`src/rtl/add_accum_unit.sv`:
```
// add_accum_unit: registered add / subtract / accumulate / read-and-clear unit
// with a valid/ready handshake on both sides, optional unsigned saturation,
// and carry/overflow flags. One result register, one internal accumulator.
module add_accum_unit #(
  parameter int WIDTH     = 8,
  parameter int CNT_WIDTH = 4
) (
  input  logic                 clk,
  input  logic                 rst,
  input  logic                 in_valid,
  output logic                 in_ready,
  input  logic [WIDTH-1:0]     a,
  input  logic [WIDTH-1:0]     b,
  input  logic [1:0]           op,
  input  logic                 sat_en,
  output logic                 out_valid,
  input  logic                 out_ready,
  output logic [WIDTH-1:0]     result,
  output logic                 carry,
  output logic                 overflow,
  output logic [CNT_WIDTH-1:0] acc_count
);

  typedef enum logic [1:0] {
    OP_ADD = 2'b00,
    OP_SUB = 2'b01,
    OP_ACC = 2'b10,
    OP_CLR = 2'b11
  } op_e;

  // Clamp to all-ones when an unsigned add carried out and saturation is on.
  function automatic logic [WIDTH-1:0] sat_add(input logic [WIDTH-1:0] raw,
                                               input logic en,
                                               input logic c);
    sat_add = (en && c) ? {WIDTH{1'b1}} : raw;
  endfunction

  // Clamp to zero when an unsigned subtract borrowed and saturation is on.
  function automatic logic [WIDTH-1:0] sat_sub(input logic [WIDTH-1:0] raw,
                                               input logic en,
                                               input logic c);
    sat_sub = (en && c) ? {WIDTH{1'b0}} : raw;
  endfunction

  logic [WIDTH-1:0]        acc_q;
  logic [CNT_WIDTH-1:0]    cnt_q;
  logic [WIDTH-1:0]        result_p1;
  logic                    carry_p1;
  logic                    ovf_p1;
  logic                    vld_p1;

  op_e                     op_p0;
  logic [WIDTH-1:0]        x_p0;
  logic [WIDTH-1:0]        y_p0;
  logic signed [WIDTH-1:0] xs_p0;
  logic signed [WIDTH-1:0] ys_p0;
  logic signed [WIDTH-1:0] as_p0;
  logic signed [WIDTH-1:0] bs_p0;
  logic [WIDTH:0]          sum_p0;
  logic [WIDTH:0]          diff_p0;
  logic [WIDTH-1:0]        res_p0;
  logic                    carry_p0;
  logic                    ovf_p0;
  logic                    accept;
  logic                    consume;

  assign in_ready = !vld_p1 || out_ready;
  assign accept   = in_valid && in_ready;
  assign consume  = vld_p1 && out_ready;

  // ---- stage p0: operand select and WIDTH+1-bit arithmetic ----
  // Compute the next result and flags for whatever op is currently presented.
  always_comb begin
    op_p0    = op_e'(op);
    x_p0     = (op_p0 == OP_ACC) ? acc_q : a;
    y_p0     = (op_p0 == OP_ACC) ? a : b;
    xs_p0    = signed'(x_p0);
    ys_p0    = signed'(y_p0);
    as_p0    = signed'(a);
    bs_p0    = signed'(b);
    sum_p0   = {1'b0, x_p0} + {1'b0, y_p0};
    diff_p0  = {1'b0, a} - {1'b0, b};
    res_p0   = '0;
    carry_p0 = 1'b0;
    ovf_p0   = 1'b0;
    case (op_p0)
      OP_ADD, OP_ACC: begin
        carry_p0 = sum_p0[WIDTH];
        res_p0   = sat_add(sum_p0[WIDTH-1:0], sat_en, carry_p0);
        ovf_p0   = (xs_p0[WIDTH-1] == ys_p0[WIDTH-1]) &&
                   (sum_p0[WIDTH-1] != xs_p0[WIDTH-1]);
      end
      OP_SUB: begin
        // Borrow out of the extended subtract is exactly a < b.
        carry_p0 = diff_p0[WIDTH];
        res_p0   = sat_sub(diff_p0[WIDTH-1:0], sat_en, carry_p0);
        ovf_p0   = (as_p0[WIDTH-1] != bs_p0[WIDTH-1]) &&
                   (diff_p0[WIDTH-1] != as_p0[WIDTH-1]);
      end
      default: begin
        // Read-and-clear returns the accumulator with clean flags.
        res_p0   = acc_q;
        carry_p0 = 1'b0;
        ovf_p0   = 1'b0;
      end
    endcase
  end

  // ---- stage p1: result register, accumulator and handshake state ----
  // Capture on accept; drop valid on a consume with no new op; hold otherwise.
  always_ff @(posedge clk) begin
    if (rst) begin
      acc_q     <= '0;
      cnt_q     <= '0;
      result_p1 <= '0;
      carry_p1  <= 1'b0;
      ovf_p1    <= 1'b0;
      vld_p1    <= 1'b0;
    end else if (accept) begin
      result_p1 <= res_p0;
      carry_p1  <= carry_p0;
      ovf_p1    <= ovf_p0;
      vld_p1    <= 1'b1;
      if (op_p0 == OP_ACC) begin
        acc_q <= res_p0;
        if (!(&cnt_q)) cnt_q <= cnt_q + 1'b1;
      end else if (op_p0 == OP_CLR) begin
        acc_q <= '0;
        cnt_q <= '0;
      end
    end else if (consume) begin
      vld_p1 <= 1'b0;
    end
  end

  assign out_valid = vld_p1;
  assign result    = result_p1;
  assign carry     = carry_p1;
  assign overflow  = ovf_p1;
  assign acc_count = cnt_q;

endmodule

```
`config.mk`:
```
export PLATFORM = sky130hd
export DESIGN_NAME = add_accum_unit
export DESIGN_NICKNAME = d
export VERILOG_FILES = /design/src/rtl/add_accum_unit.sv
export SDC_FILE = /design/constraint.sdc
export NUM_CORES = 1
export LEC_CHECK = 0
export BUFFER_PORTS_ARGS = -buffer_cell sky130_fd_sc_hd__buf_2
export CAP_MARGIN = 20
export CORE_ASPECT_RATIO = 0.6
export CORE_MARGIN = 8
export CORE_UTILIZATION = 35
export DETAILED_ROUTE_END_ITERATION = 12
export GPL_TIMING_DRIVEN = 0
export SLEW_MARGIN = 10
export SYNTH_ARGS = -nofsm -noshare
export SYNTH_HDL_FRONTEND = slang
export SYNTH_SLANG_ARGS = --single-unit
```
`constraint.sdc`:
```
create_clock -name clk -period 9 [get_ports clk]
set_input_delay 1.35 -clock clk [delete_from_list [all_inputs] [get_ports clk]]
set_output_delay 1.35 -clock clk [all_outputs]
set_load 0.02 [all_outputs]
```
==> out/qor.txt, run 1 <==
Slew @ Worst Pin: 0.515 ns
Proportion of netlist area held by the largest area contributor: 23.5%
IR drop worst, VDD: 0.0000639 V
Share of cells above drive strength 1: 20.4%
Worst clock skew: 0.00577 ns
Number of top-level pins: 39
Number of standard cells after synthesis: 253
Average vias per placed instance: 5.41
Global-route wire length before repair: 9170 um
Slew headroom: 65.6%
Number of levels the H-tree was split into: 1
Clk root buf: clkbuf_8
Antenna violations before repair: 0
Power per Cell Area: 130 mW/mm^2
Nets@finish: 337
Setup bufs post-CTS: 0
Effective utilization at floorplan: 35.7%
Max-cap violations: 0
DRC errors left: 0
Die Height: 74.0 um
End of the worst hold path: result[4]$_SDFFE_PP0P_
Starting DRC count in detailed routing: 100
Top library cells by usage in the layout, fill and taps aside: buf_2, nand2_1, a21oi_1, dfxtp_1, o21ai_0
Number of synthesized flops with an enable pin: 0
Dominant combinational cell family by area after synthesis: compound AO/OA/AOI/OAI gates
Routed wire length: 5590 um
Data arrival time of the worst path: 4.27 ns
Final setup viols: 0
Clock net sink count: 23
Post-synthesis share of cell area spent on full adders, half adders and majority gates: 12.9%
Floorplan die area: 0.00833 mm^2
Critical setup path kind: primary input to flip-flop
Number of endpoints with negative hold slack in the final report: 0
Maximum clock rate: 243 MHz
Crit start category: primary input
Multiplexer area fraction after synthesis: 8.04%
Flip-flop cell with the highest count after synthesis: dfxtp_1
Maximum fanout encountered on the critical timing path: 10
Critical R2R Capture: acc_q[2]$_SDFFE_PP0P_
Hold slack: 0.459 ns
Static Leak: 1.00 nW
Outcome: finished clean
Hold_buf cts: 0
Async SR Flop Fraction: 0%
Critical-path cell list: buf_2 > inv_2 > nand2_2 > clkbuf_1 > mux2_2 > ha_1 > a21oi_1 > o22ai_1 > a211o_1 > a2bb2oi_1 > a31oi_1 > o21ai_0
Vias in the first global route: 1882
Register-to-register setup slack: 6.54 ns
Required time worst endpoint: 9.15 ns
Path class of the lowest-slack min-delay path: flip-flop to flip-flop
Count of fill cells added during filler insertion: 593
Commonest non-fill, non-tap cell in the layout: buf_2
Sequential share of the synthesized area: 23.5%
HPWL after detailed placement: 4620 um
Global-route usage over all layers: 13.6%
Critical path's slowest cell: clkbuf_1
Leading post-synthesis cells by cell area: dfxtp_1, ha_1, mux2_2
Compound-cell area share of the yosys netlist: 26.5%
Final instance count without filler cells: 363
Cell Count Post-Placement: 359
Final max-slew violation count: 0
Leftover overflow at the end of global routing: 0
Parity-gate share of the synthesized area counting xor and xnor cells: 4.91%
Instance count along the most critical hold path: 2
Post-synthesis share of cell area spent on and, or, nand and nor gates: 19.1%
R2R Path Start: acc_q[0]$_SDFFE_PP0P_
Maximum number of pins on one net before global-route repair: 13
Detail-routed net length per standard cell: 15.4 um
Average cell area after synthesis: 7.75 um^2
RSZ-0062 raised after global routing: false
Minimum setup slack after placement: 4.61 ns
Placer congestion estimate: 0.824
Count of antenna-violating nets left after detailed routing: 0
Port Buf Inserts: 37
HP Start: result[4]$_SDFFE_PP0P_
Clock latency of the later-clocked register in the worst-skew pair: 0.27 ns
Total via count in the routed design: 1963
CTS clk-pin slew, worst paths: 0.08 ns
Kind of end point of the critical path: flip-flop
Netlist area before placement: 0.00196 mm^2
Min setup slack post-route: 4.88 ns
Number of buffers added by the clock tree synthesis step: 3
CORE AREA: 0.00549 mm^2
Post-synth top area cell: dfxtp_1
Die width: 113 um
Maximum single-stage delay on the critical path: 0.45 ns
Sum Neg Setup Slack: 0 ns
Register-to-Register Path Depth: 9
Flip-flop and latch count after synthesis: 23
TritonCTS clock tree: built
Number of warning messages in the yosys log: 0
Floorplan row count: 21
Cell variety after synth: 46
Number of gates given a new drive strength after cts: 0
Layout-stage area growth over the synthesis result: 16.1%
Net count after synthesis: 295
Post-route clock period utilization: 45.8%
Max Root-Sink Buffers: 2
Minimum clock period after layout: 4.12 ns
Total inserted antenna cells: 0
Number of iterations in the first detailed-routing pass: 4
-- state kept, by name (all words and copies together) (netlist names) --
signal and cells:
result 8, acc_count 4, out_valid 1, overflow 1
acc_q 8, carry 1
-- metrics by stage --
| step | util, % | total power [W] | instance area [um^2] |
|---|---|---|---|
| after global placement | 40.6 | 0.000230 | 2230 |
| after detailed placement | 40.6 | 0.000231 | 2230 |
| final | 41.5 | 0.000297 | 2280 |
| after global routing | 41.5 | 0.000319 | 2280 |
| after floorplan | - | 0.000199 | 1960 |
| after CTS | 41.5 | 0.000299 | 2280 |
-- cell usage after synthesis (5+ instances only) --
master and instances:
nand2_1 28, a21oi_1 23, dfxtp_1 23, o21ai_0 19, ha_1 17, inv_1 16
nor2_1 16, mux2_2 14, nand3_1 10, clkbuf_1 9, nand2b_1 7, nor3_1 7
xor2_1 6, o211ai_1 5, xnor2_1 5
-- logic make-up after synthesis --
logic type	Yosys count
muxes	14
xor gates and xnor gates	11
buffers and inverters	26
and+or+nand+nor	80
adders and majority gates	19
DFF	23
AOI/OAI and AO/OA	80
-- power breakdown --
part | switching [W] | internal [W]
Sequential | 0.00000406 | 0.000108
Combinational | 0.0000695 | 0.0000479
Clock | 0.0000352 | 0.0000317
-- per-layer routing --
layer / track usage [%] / share of wire, % / up-vias
met5: 0 / 0 / -
met4: 1.78 / 0.61 / 0
met3: 3.48 / 6.7 / 5
met2: 19.1 / 38 / 55
met1: 20.5 / 55 / 890
li1: - / - / 1013
-- layout make-up --
cell class | instances | area (um^2) | area share [%]
multi-input cells | 204 | 1400 | 61.6
flip-flops and latches | 23 | 460 | 20.2
repair buffers | 37 | 185 | 8.13
well taps | 69 | 86.3 | 3.79
inverters | 17 | 63.8 | 2.80
clock buffers | 4 | 45.0 | 1.98
plain buffers | 9 | 33.8 | 1.48
-- worst max-delay path: cells and delay by family --
| family | cells | cell delay, ns |
|---|---|---|
| AOI/OAI and AO/OA | 6 | 1.34 |
| and+or+nand+nor | 1 | 0.25 |
| muxes | 1 | 0.39 |
| adders and majority gates | 1 | 0.33 |
| buffers and inverters | 3 | 0.61 |
-- how the worst max path moves through the flow --
stage               startpoint                      to  cells past startpoint  slack, ns
global placement         op[0]  result[2]$_SDFFE_PP0P_                     12       4.63
detailed placement       op[0]   acc_q[2]$_SDFFE_PP0P_                     12       4.61
global route             op[0]   acc_q[2]$_SDFFE_PP0P_                     12       4.64
floorplan                op[0]   acc_q[2]$_SDFFE_PP0P_                     11       5.24
finish                   op[0]   acc_q[2]$_SDFFE_PP0P_                     12       4.88
CTS                      op[0]   acc_q[2]$_SDFFE_PP0P_                     12       4.89
(Power assumes the default switching activity.)
==> inputs of run 2 (changes only) <==
- ABC_AREA: default -> 1
- clock period: 9 -> 3.39 ns (I/O delays scaled with it)
==> out/qor.txt, run 2 <==
Commonest cells in the synthesized netlist: nand2_1, inv_1, nand3_1, dfxtp_1, a21oi_1 (was nand2_1, a21oi_1, dfxtp_1, o21ai_0, ha_1)
Maximum fanout encountered on the critical timing path: 10 (unchanged)
Post-synth top area cell: nand2_1 (was dfxtp_1)
DRC errors left: 0 (unchanged)
Outcome: finished clean (unchanged)
Part of the total power dissipated in the clock network: 20.3% (was 22.5%)
Maximum number of pins on one net before global-route repair: 14 (was 13)
Setup bufs post-CTS: 0 (unchanged)
Parity-gate share of the synthesized area counting xor and xnor cells: 2.29% (was 4.91%)
Flip-flop cell with the highest count after synthesis: dfxtp_1 (unchanged)
Number of buffers added by the clock tree synthesis step: 3 (unchanged)
Power per Cell Area: 312 mW/mm^2 (was 130 mW/mm^2)
Placer congestion estimate: 0.852 (was 0.824)
Net count after synthesis: 399 (was 295)
Detail-routed net length per standard cell: 12.3 um (was 15.4 um)
Number of gates given a new drive strength after cts: 0 (unchanged)
Clock latency of the later-clocked register in the worst-skew pair: 0.26 ns (was 0.27 ns)
Routed wire length: 5980 um (was 5590 um)
Sw Ratio: 39.4% (was 36.7%)
Average cell area after synthesis: 6.43 um^2 (was 7.75 um^2)
Flop pwr share: 35.7% (was 37.9%)
Dominant combinational cell family by area after synthesis: simple AND/OR/NAND/NOR gates (was compound AO/OA/AOI/OAI gates)
RSZ-0062 raised after global routing: false (unchanged)
Path class of the lowest-slack min-delay path: flip-flop to flip-flop (unchanged)
Floorplan row count: 23 (was 21)
IR drop worst, VDD: 0.000154 V (was 0.0000639 V)
Top library cells by usage in the layout, fill and taps aside: nand2_1, inv_1, buf_2, nand3_1, dfxtp_1 (was buf_2, nand2_1, a21oi_1, dfxtp_1, o21ai_0)
Combinational fraction of design power: 43.9% (was 39.6%)
Nets@finish: 441 (was 337)
Static Leak: 1.43 nW (was 1.00 nW)
Net switching power figure: 0.000324 W (was 0.000109 W)
Starting DRC count in detailed routing: 104 (was 100)
Data arrival time of the worst path: 3.08 ns (was 4.27 ns)
Max-cap violations: 0 (unchanged)
Compound-cell area share of the yosys netlist: 11.9% (was 26.5%)
Post-synthesis share of cell area spent on full adders, half adders and majority gates: 11.0% (was 12.9%)
Max Root-Sink Buffers: 2 (unchanged)
Leftover overflow at the end of global routing: 0 (unchanged)
Async SR Flop Fraction: 0% (unchanged)
Slew @ Worst Pin: 0.476 ns (was 0.515 ns)
Share of cells above drive strength 1: 25.1% (was 20.4%)
Number of standard cells after synthesis: 357 (was 253)
Die width: 121 um (was 113 um)
Number of top-level pins: 39 (unchanged)
Multiplexer area fraction after synthesis: 0% (was 8.04%)
Number of levels the H-tree was split into: 1 (unchanged)
TritonCTS clock tree: built (unchanged)
Maximum clock rate: 341 MHz
CTS clk-pin slew, worst paths: 0.08 ns (about the same)
Total inserted antenna cells: 0 (unchanged)
Worst clock skew: 0.00326 ns (was 0.00577 ns)
Final setup viols: 0 (unchanged)
Number of synthesized flops with an enable pin: 0 (unchanged)
Required time worst endpoint: 3.54 ns (was 9.15 ns)
Global-route wire length before repair: 10300 um (was 9170 um)
Critical setup path kind: primary input to flip-flop (unchanged)
Cell variety after synth: 34 (was 46)
Post-route clock period utilization: 86.4%
Hold_buf cts: 0 (unchanged)
Minimum setup slack after placement: 0.214 ns (was 4.61 ns)
Layout-stage area growth over the synthesis result: 14.8% (was 16.1%)
Hold slack: 0.468 ns (was 0.459 ns)
Die Height: 78.7 um (was 74.0 um)
Final max-slew violation count: 0 (unchanged)
Number of warning messages in the yosys log: 0 (unchanged)
Internal power: 0.000498 W (was 0.000188 W)
Sequential share of the synthesized area: 20.1% (was 23.5%)
Number of iterations in the first detailed-routing pass: 5 (was 4)
HPWL after detailed placement: 5140 um (was 4620 um)
Port Buf Inserts: 37 (unchanged)
Clk root buf: clkbuf_8 (unchanged)
Total via count in the routed design: 2251 (was 1963)
Number of endpoints with negative hold slack in the final report: 0 (unchanged)
Leading post-synthesis cells by cell area: nand2_1, dfxtp_1, ha_1 (was dfxtp_1, ha_1, mux2_2)
Sum Neg Setup Slack: 0 ns (unchanged)
Proportion of netlist area held by the largest area contributor: 20.8% (was 23.5%)
Average vias per placed instance: 4.64 (was 5.41)
Minimum clock period after layout: 2.93 ns
Clock net sink count: 23 (unchanged)
Kind of end point of the critical path: flip-flop (unchanged)
Vias in the first global route: 2202 (was 1882)
Crit start category: primary input (unchanged)
Count of fill cells added during filler insertion: 725 (was 593)
Slew headroom: 68.3% (was 65.6%)
Global-route usage over all layers: 13.1% (was 13.6%)
Netlist area before placement: 0.00230 mm^2 (was 0.00196 mm^2)
CORE AREA: 0.00650 mm^2 (was 0.00549 mm^2)
Count of antenna-violating nets left after detailed routing: 0 (unchanged)
Min setup slack post-route: 0.461 ns (was 4.88 ns)
Post-synthesis share of cell area spent on and, or, nand and nor gates: 42.6% (was 19.1%)
Effective utilization at floorplan: 35.3% (was 35.7%)
Most common cell in the netlist: nand2_1 (unchanged)
Floorplan die area: 0.00949 mm^2 (was 0.00833 mm^2)
Antenna violations before repair: 0 (unchanged)
Flip-flop and latch count after synthesis: 23 (unchanged)
Commonest non-fill, non-tap cell in the layout: nand2_1 (was buf_2)
run 2: changes by cell type after synthesis, sizes merged, moves of 4 or more:
cell and delta:
nand3 +26, mux2 -14, nor3 -6, nand2b -7
or3 -4, inv +39, nand2 +117, buf +8
clkbuf -8, o21ai -7, nor2 -7, a22oi -4
run 2: layout make-up:
type / instances / area [um^2] / share of cell area [%]
buffer: 9 / 56.3 / 2.14
timing repair buffer: 37 / 185 / 7.02
multi-input combinational: 268 / 1560 / 59.0
clock inverter: 1 / 5.00 / 0.190
inverter: 57 / 223 / 8.45
tap: 87 / 109 / 4.13
sequential: 23 / 460 / 17.5
clock buffer: 3 / 41.3 / 1.57
run 2: metal layers:
metal | vias to the layer above | wire length [um] | GRT usage, %
met5 | - | 0 | 0
met4 | 0 | 0 | 1.12
met3 | 0 | 324 | 2.41
met2 | 46 | 2330 | 19.1
met1 | 1001 | 3330 | 20.0
li1 | 1204 | - | -
run 2: worst max-delay path: stages:
cell	delay [ns]
buf_2	0.11
inv_2	0.10
nand2_2	0.08
clkinv_2	0.07
buf_6	0.14
buf_2	0.27
o21ai_0	0.12
ha_1	0.28
fa_1	0.41
nand2_1	0.10
nand2_1	0.12
nand3_1	0.13
nand2_2	0.09
nand2_4	0.12
nand2_1	0.07
nand2_1	0.06
nand3_1	0.12
nand3_1	0.10
a21oi_1	0.06
run 2: worst paths after layout:
| check | startpoint | to | slack, ns | depth (start not counted) |
|---|---|---|---|---|
| worst max-delay path | op[0] | acc_q[0]$_SDFFE_PP0P_ | 0.46 | 19 |
| worst min-delay path | result[1]$_SDFFE_PP0P_ | result[1]$_SDFFE_PP0P_ | 0.47 | 2 |
| worst min register to register | result[1]$_SDFFE_PP0P_ | result[1]$_SDFFE_PP0P_ | 0.47 | 2 |
| worst max register to register | acc_q[0]$_SDFFE_PP0P_ | acc_q[0]$_SDFFE_PP0P_ | 1.12 | 14 |
run 2: cells by family (layout without fill, tap and decap cells):
| kind of cell | count (synthesis) | after routing |
|---|---|---|
| xor+xnor | 6 | 6 |
| fa+ha+maj | 19 | 19 |
| buf+inv | 66 | 107 |
| simple gates | 200 | 200 |
| flops | 23 | 23 |
| compound gates | 43 | 43 |
run 2: power groups by stage:
stage               combinational, W  sequential [W]  clock (W)
CTS                         0.000362        0.000294   0.000172
detailed placement          0.000360        0.000300          0
global placement            0.000355        0.000300          0
floorplan                   0.000256        0.000314          0
finish                      0.000361        0.000294   0.000167
global route                0.000411        0.000296   0.000183
run 2: per-stage QoR:
step	power, W	cells	utilization, %	area, um^2
6_report	0.000822	485	40.5	2640
5_1_grt	0.000890	485	40.5	2640
4_1_cts	0.000828	485	40.5	2640
3_5_place_dp	0.000660	481	39.8	2590
3_3_place_gp	0.000654	481	39.8	2590
2_1_floorplan	0.000569	357	-	2300
